**src/rtl/countdown_ctrl_if.sv**
```systemverilog
// Control and display bus between the button/tick logic, the countdown controller and the digit scanner.
interface countdown_ctrl_if;
    logic       tick;
    logic       start_pause;
    logic       load;
    logic [3:0] preset_0;
    logic [3:0] preset_1;
    logic [3:0] preset_2;
    logic [3:0] preset_3;
    logic [3:0] num_out_0;
    logic [3:0] num_out_1;
    logic [3:0] num_out_2;
    logic [3:0] num_out_3;
    logic [1:0] state;
    logic       done_pulse;
    logic       blank;

    modport master (
        output tick, start_pause, load, preset_0, preset_1, preset_2, preset_3,
        input  num_out_0, num_out_1, num_out_2, num_out_3, state, done_pulse, blank
    );

    modport slave (
        input  tick, start_pause, load, preset_0, preset_1, preset_2, preset_3,
        output num_out_0, num_out_1, num_out_2, num_out_3, state, done_pulse, blank
    );
endinterface

```
**src/rtl/countdown_ctrl.sv**
```systemverilog
// MM:SS BCD countdown: preset load, run/pause toggle, 1 Hz decrement with borrow,
// alarm pulse at 00:00 and blink/blank request while done. All outputs registered.
module countdown_ctrl #(
    parameter int unsigned BLINK_HALF = 2
) (
    input  logic            sys_clk,
    input  logic            rst,
    countdown_ctrl_if.slave bus
);

    typedef enum logic [1:0] {
        ST_IDLE  = 2'b00,
        ST_RUN   = 2'b01,
        ST_PAUSE = 2'b10,
        ST_DONE  = 2'b11
    } state_t;

    localparam logic [7:0] BLINK_LAST = 8'(BLINK_HALF - 1);

    state_t          state_q, state_d;
    logic [3:0][3:0] dig_q, dig_d;
    logic            done_pulse_q, done_pulse_d;
    logic            blank_q, blank_d;
    logic [7:0]      blink_cnt_q, blink_cnt_d;

    logic [3:0][3:0] preset_sat;
    logic [3:0][3:0] dec_val;
    logic            dec_zero;
    logic            dig_nonzero;

    function automatic logic [3:0] sat_digit(input logic [3:0] v, input logic [3:0] max);
        return (v > max) ? max : v;
    endfunction

    // One-second decrement with BCD borrow; seconds tens wrap to 5, the rest to 9.
    function automatic logic [3:0][3:0] dec_mmss(input logic [3:0][3:0] d);
        logic [3:0][3:0] r;
        r = d;
        if (d[0] != 4'd0) begin
            r[0] = d[0] - 4'd1;
        end else begin
            r[0] = 4'd9;
            if (d[1] != 4'd0) begin
                r[1] = d[1] - 4'd1;
            end else begin
                r[1] = 4'd5;
                if (d[2] != 4'd0) begin
                    r[2] = d[2] - 4'd1;
                end else begin
                    r[2] = 4'd9;
                    r[3] = d[3] - 4'd1;
                end
            end
        end
        return r;
    endfunction

    always_comb begin
        preset_sat[0] = sat_digit(bus.preset_0, 4'd9);
        preset_sat[1] = sat_digit(bus.preset_1, 4'd5);
        preset_sat[2] = sat_digit(bus.preset_2, 4'd9);
        preset_sat[3] = sat_digit(bus.preset_3, 4'd9);
    end

    assign dec_val     = dec_mmss(dig_q);
    assign dec_zero    = (dec_val == '0);
    assign dig_nonzero = (dig_q != '0);

    always_comb begin
        state_d      = state_q;
        dig_d        = dig_q;
        done_pulse_d = 1'b0;
        blank_d      = 1'b0;
        blink_cnt_d  = blink_cnt_q;

        if (bus.load) begin
            dig_d       = preset_sat;
            state_d     = ST_IDLE;
            blink_cnt_d = 8'd0;
        end else begin
            unique case (state_q)
                ST_IDLE: begin
                    if (bus.start_pause && dig_nonzero) begin
                        state_d = ST_RUN;
                    end
                end
                ST_RUN: begin
                    // A tick that lands on 00:00 takes precedence over a same-cycle pause.
                    if (bus.tick && dig_nonzero) begin
                        dig_d = dec_val;
                        if (dec_zero) begin
                            state_d      = ST_DONE;
                            done_pulse_d = 1'b1;
                            blink_cnt_d  = 8'd0;
                        end else if (bus.start_pause) begin
                            state_d = ST_PAUSE;
                        end
                    end else if (bus.start_pause) begin
                        state_d = ST_PAUSE;
                    end
                end
                ST_PAUSE: begin
                    if (bus.start_pause) begin
                        state_d = ST_RUN;
                    end
                end
                ST_DONE: begin
                    blank_d = blank_q;
                    if (bus.tick) begin
                        if (blink_cnt_q >= BLINK_LAST) begin
                            blink_cnt_d = 8'd0;
                            blank_d     = ~blank_q;
                        end else begin
                            blink_cnt_d = blink_cnt_q + 8'd1;
                        end
                    end
                end
                default: state_d = ST_IDLE;
            endcase
        end
    end

    always_ff @(posedge sys_clk or posedge rst) begin
        if (rst) begin
            state_q      <= ST_IDLE;
            dig_q        <= '0;
            done_pulse_q <= 1'b0;
            blank_q      <= 1'b0;
            blink_cnt_q  <= 8'd0;
        end else begin
            state_q      <= state_d;
            dig_q        <= dig_d;
            done_pulse_q <= done_pulse_d;
            blank_q      <= blank_d;
            blink_cnt_q  <= blink_cnt_d;
        end
    end

    assign bus.num_out_0  = dig_q[0];
    assign bus.num_out_1  = dig_q[1];
    assign bus.num_out_2  = dig_q[2];
    assign bus.num_out_3  = dig_q[3];
    assign bus.state      = state_q;
    assign bus.done_pulse = done_pulse_q;
    assign bus.blank      = blank_q;

endmodule

```
**src/flat_wrapper.sv**
```systemverilog
// flat-port wrapper written by rule: the top's interface ports become plain ports
module countdown_ctrl_flat 
#(
    parameter int unsigned BLINK_HALF = 2
)
  (sys_clk, rst, bus_tick, bus_start_pause, bus_load, bus_preset_0, bus_preset_1, bus_preset_2, bus_preset_3, bus_num_out_0, bus_num_out_1, bus_num_out_2, bus_num_out_3, bus_state, bus_done_pulse, bus_blank);
  countdown_ctrl_if bus_i ();
  input  logic sys_clk;
  input  logic rst;
  input wire logic [$bits(bus_i.tick)-1:0] bus_tick;
  input wire logic [$bits(bus_i.start_pause)-1:0] bus_start_pause;
  input wire logic [$bits(bus_i.load)-1:0] bus_load;
  input wire logic [$bits(bus_i.preset_0)-1:0] bus_preset_0;
  input wire logic [$bits(bus_i.preset_1)-1:0] bus_preset_1;
  input wire logic [$bits(bus_i.preset_2)-1:0] bus_preset_2;
  input wire logic [$bits(bus_i.preset_3)-1:0] bus_preset_3;
  output wire logic [$bits(bus_i.num_out_0)-1:0] bus_num_out_0;
  output wire logic [$bits(bus_i.num_out_1)-1:0] bus_num_out_1;
  output wire logic [$bits(bus_i.num_out_2)-1:0] bus_num_out_2;
  output wire logic [$bits(bus_i.num_out_3)-1:0] bus_num_out_3;
  output wire logic [$bits(bus_i.state)-1:0] bus_state;
  output wire logic [$bits(bus_i.done_pulse)-1:0] bus_done_pulse;
  output wire logic [$bits(bus_i.blank)-1:0] bus_blank;
  assign bus_i.tick = bus_tick;
  assign bus_i.start_pause = bus_start_pause;
  assign bus_i.load = bus_load;
  assign bus_i.preset_0 = bus_preset_0;
  assign bus_i.preset_1 = bus_preset_1;
  assign bus_i.preset_2 = bus_preset_2;
  assign bus_i.preset_3 = bus_preset_3;
  assign bus_num_out_0 = bus_i.num_out_0;
  assign bus_num_out_1 = bus_i.num_out_1;
  assign bus_num_out_2 = bus_i.num_out_2;
  assign bus_num_out_3 = bus_i.num_out_3;
  assign bus_state = bus_i.state;
  assign bus_done_pulse = bus_i.done_pulse;
  assign bus_blank = bus_i.blank;
  countdown_ctrl #(.BLINK_HALF(BLINK_HALF)) u_core (.sys_clk(sys_clk), .rst(rst), .bus(bus_i));
endmodule
```
**config.mk**
```make
export PLATFORM = sky130hd
export DESIGN_NAME = countdown_ctrl_flat
export DESIGN_NICKNAME = d
export VERILOG_FILES = /design/src/rtl/countdown_ctrl_if.sv /design/src/rtl/countdown_ctrl.sv /design/src/flat_wrapper.sv
export SDC_FILE = /design/constraint.sdc
export NUM_CORES = 1
export LEC_CHECK = 0
export CELL_PAD_IN_SITES_DETAIL_PLACEMENT = 0
export CELL_PAD_IN_SITES_GLOBAL_PLACEMENT = 1
export CORE_MARGIN = 4
export CORE_UTILIZATION = 38
export CTS_BUF_LIST = sky130_fd_sc_hd__clkbuf_16
export CTS_CLUSTER_DIAMETER = 150
export CTS_CLUSTER_SIZE = 16
export DETAILED_ROUTE_END_ITERATION = 8
export HOLD_SLACK_MARGIN = 0.1
export PLACE_DENSITY_LB_ADDON = 0.1
export SYNTH_ARGS = -nofsm -noshare
export SYNTH_HDL_FRONTEND = slang
export SYNTH_SLANG_ARGS = --single-unit
```
**constraint.sdc**
```tcl
create_clock -name sys_clk -period 2.7 [get_ports sys_clk]
set_input_delay 0.27 -clock sys_clk [delete_from_list [all_inputs] [get_ports sys_clk]]
set_output_delay 0.27 -clock sys_clk [all_outputs]
set_load 0.02 [all_outputs]
```
==> reports/qor.yml <==
dieArea_um2: 6140
timing.fmax_mhz: 461
coreArea_um2: 4750
antenna_left: 0
cts_tree: "yes"
dp.cells: 317
grt_pass1_vias: 1709
maxCapViolCount: 0
synth_area_um2: 1880
seq_area_um2: 701
area_growth_syn_to_layout_pct: 30.3
drt-wirelength-per-cell_um: 14.8
dr.pass1.iters: 4
antenna_found_initial: 0
grtUsageTotal: 0.161
cp_max_fo: 4
cts_root_buffer: "clkbuf_16"
synth.distinct_cells: 53
reg2reg_from: "u_core.bus.num_out_3[0]"
slew_violations: 0
min_period_ps: 2170
hold_buffers: 0
worst_setup_path_end_kind: "flip-flop"
syn_inst: 213
slowest_delay_ps: 490
yosysTopAreaCell: "dfrtp_1"
worstMarginPinSlew_ps: 538
synth_seq_cells: 28
path_cells: "inv_1 > ha_1 > or3b_2 > o211ai_1 > nor2_1 > mux2_2 > o2bb2ai_1"
ys.flop_type: "dfrtp_1"
routed_wl_um: 4740
layout-drive-gt1-share: 0.0984
rsz0062_at_grt: "false"
cts_made_buffers: 3
crit_arrival_ps: 2330
clk_latency_ps: 260
rows: 25
p_leak_nw: 0.955
finClkSkew_ps: 8.93
r2r_cells: 7
io_pins: 41
cts_buffer_depth: 2
setup_violations: 0
slew_headroom: 0.639
hp-class: "in -> async"
fill_cells: 468
cp_slowest_cell: "or3b_2"
path_class: "reg -> reg"
h-tree-depth: 1
dieHeight_um: 78.4
critical_path_required_ps: 2860
die_w_um: 78.4
io_buffer_count: 40
clock-sinks: 28
ys_seq_area_frac: 0.372
route.vias.total: 1760
hpwl_um: 3620
async_flop_share: 1.00
synthesis.nets: 243
finalSetupTns_ps: 0
reg2reg_to: "u_core.bus.num_out_2[2]"
period_share: 0.803
place_congestion: 0.810
fin_area_um2: 2450
n_antenna_cell: 0
synth_edf_count: 0
placed_area_um2: 2370
cts-resized-gates: 0
yosysWarnings: 0
ys_top_cells_by_area: "dfrtp_1 37%, ha_1 6.0%, o21ai_0 3.7%, nand2_1 3.4%, mux2i_1 3.2%"
clk_pin_slew_ps: 70
status: "finished, final reports clean"
cp-start-kind: "flip-flop"
grt_max_degree: 30
grt_pass1_wl_um: 8070
grt.overflow.total: 0
finalHoldViolations: 0
pwr_density_cell_nw_per_um2: 508
viasPerCell: 5.48
final-instance-count-excl-fill: 321
postCtsSetupBuffers: 0
fin_nets: 285
synth_top_area_share: 0.372
drc_errors: 0
avgSynthCellArea_um2: 8.83
r2r_slack_ps: 530
start_util: 0.396
ir_worst_vdd_v: 0.000244
multi_input_area_um2: 1100
first_iter_violations: 81
## placed cells by master (no fill, tap or decap), types with 6 or more instances in the layout
| cell type | n |
|---|---|
| clkdlybuf4s50_1 | 40 |
| dfrtp_1 | 28 |
| nand2_1 | 17 |
| nor2_1 | 16 |
| o21ai_0 | 14 |
| inv_1 | 11 |
| nor3_1 | 11 |
| a21oi_1 | 10 |
| ha_1 | 9 |
| nand3_1 | 7 |
| nand4_1 | 7 |
| mux2i_1 | 6 |
| xnor2_1 | 6 |
| buf_4 | 6 |
## cells in the mapped netlist, types with 2 or more instances
master	number
nor4_1	5
ha_1	9
or2_2	5
a221oi_1	2
nor4b_1	2
a21oi_1	10
nor3_1	11
nand3_1	7
and3_1	4
mux2i_1	6
dfrtp_1	28
mux2_2	2
nand2_1	17
o21a_1	5
nand3b_1	2
clkbuf_1	7
inv_1	11
nor2_1	16
xnor2_1	6
o21ai_0	14
a31oi_1	4
nand4_1	7
nor2b_1	2
and4_1	2
## report_power, final
group	leakage, nW	total [W]	switching (W)	internal (W)
Combinational	0.554	0.000406	0.000221	0.000185
Sequential	0.362	0.000500	0.0000527	0.000447
Clock	0.0385	0.000340	0.000141	0.000199
Total	0.955	0.00125	0.000415	0.000831
## area by class of cell
class                      count  area share
clock inverter                 1     0.00153
timing repair buffer          46       0.182
sequential                    28       0.286
multi-input combinational    165       0.449
clock buffer                   3      0.0306
inverter                      11      0.0168
tap                           67      0.0342
## worst max path at each step
stage	startpoint	endpoint	slack, ps
2_1_floorplan	u_core.bus.num_out_1[1]	u_core.blink_cnt_q[4]	630
3_5_place_dp	bus_tick	u_core.bus.num_out_2[0]	530
5_1_grt	u_core.bus.num_out_3[0]	u_core.bus.num_out_2[2]	400
4_1_cts	u_core.bus.num_out_3[0]	u_core.bus.num_out_2[2]	530
6_report	u_core.bus.num_out_3[0]	u_core.bus.num_out_2[2]	530
3_3_place_gp	bus_tick	u_core.bus.num_out_1[2]	500
## kinds of logic (layout without fill, tap and decap cells)
| logic type | Yosys count | count (layout) | synth area share |
|---|---|---|---|
| muxes | 9 | 9 | 0.0512 |
| buffers and inverters | 20 | 61 | 0.0426 |
| and+or+nand+nor | 88 | 88 | 0.254 |
| adders and majority gates | 9 | 9 | 0.0598 |
| xor gates and xnor gates | 6 | 6 | 0.0279 |
| AOI/OAI and AO/OA | 53 | 53 | 0.192 |
| DFF | 28 | 28 | 0.372 |
## worst max-delay path: cells and delay by family (launching register included)
family | cells | cell delay (ps)
compound gates | 2 | 450
mux | 1 | 280
simple gates | 2 | 570
fa+ha+maj | 1 | 180
flops | 1 | 420
buf+inv | 1 | 160
## metal layers
layer / GRT usage / wire length [um] / vias up
met4: 0.0332 / 41 / 0
met3: 0.0390 / 283 / 4
li1: - / - / 874
met5: 0 / 0 / -
met2: 0.274 / 2270 / 48
met1: 0.209 / 2150 / 834
## state kept, by name, indices dropped and copies added, names as in the netlist
| register | cells |
|---|---|
| u_core.bus.blank | 1 |
| u_core.bus.num_out_2 | 4 |
| u_core.bus.state | 2 |
| u_core.bus.num_out_0 | 4 |
| u_core.bus.num_out_3 | 4 |
| u_core.bus.num_out_1 | 4 |
| u_core.blink_cnt_q | 8 |
| u_core.bus.done_pulse | 1 |
## per-stage QoR
step | util | setup WS [ps] | hold slack (ps) | power [W]
after floorplan | - | 629 | 335 | 0.000752
after global placement | 0.499 | 504 | 528 | 0.000915
after detailed placement | 0.499 | 526 | 526 | 0.000914
after CTS | 0.516 | 525 | 391 | 0.00126
after global routing | 0.516 | 398 | 427 | 0.00132
final | 0.516 | 532 | 377 | 0.00125
No activity file was read; power rests on OpenSTA's default activity.
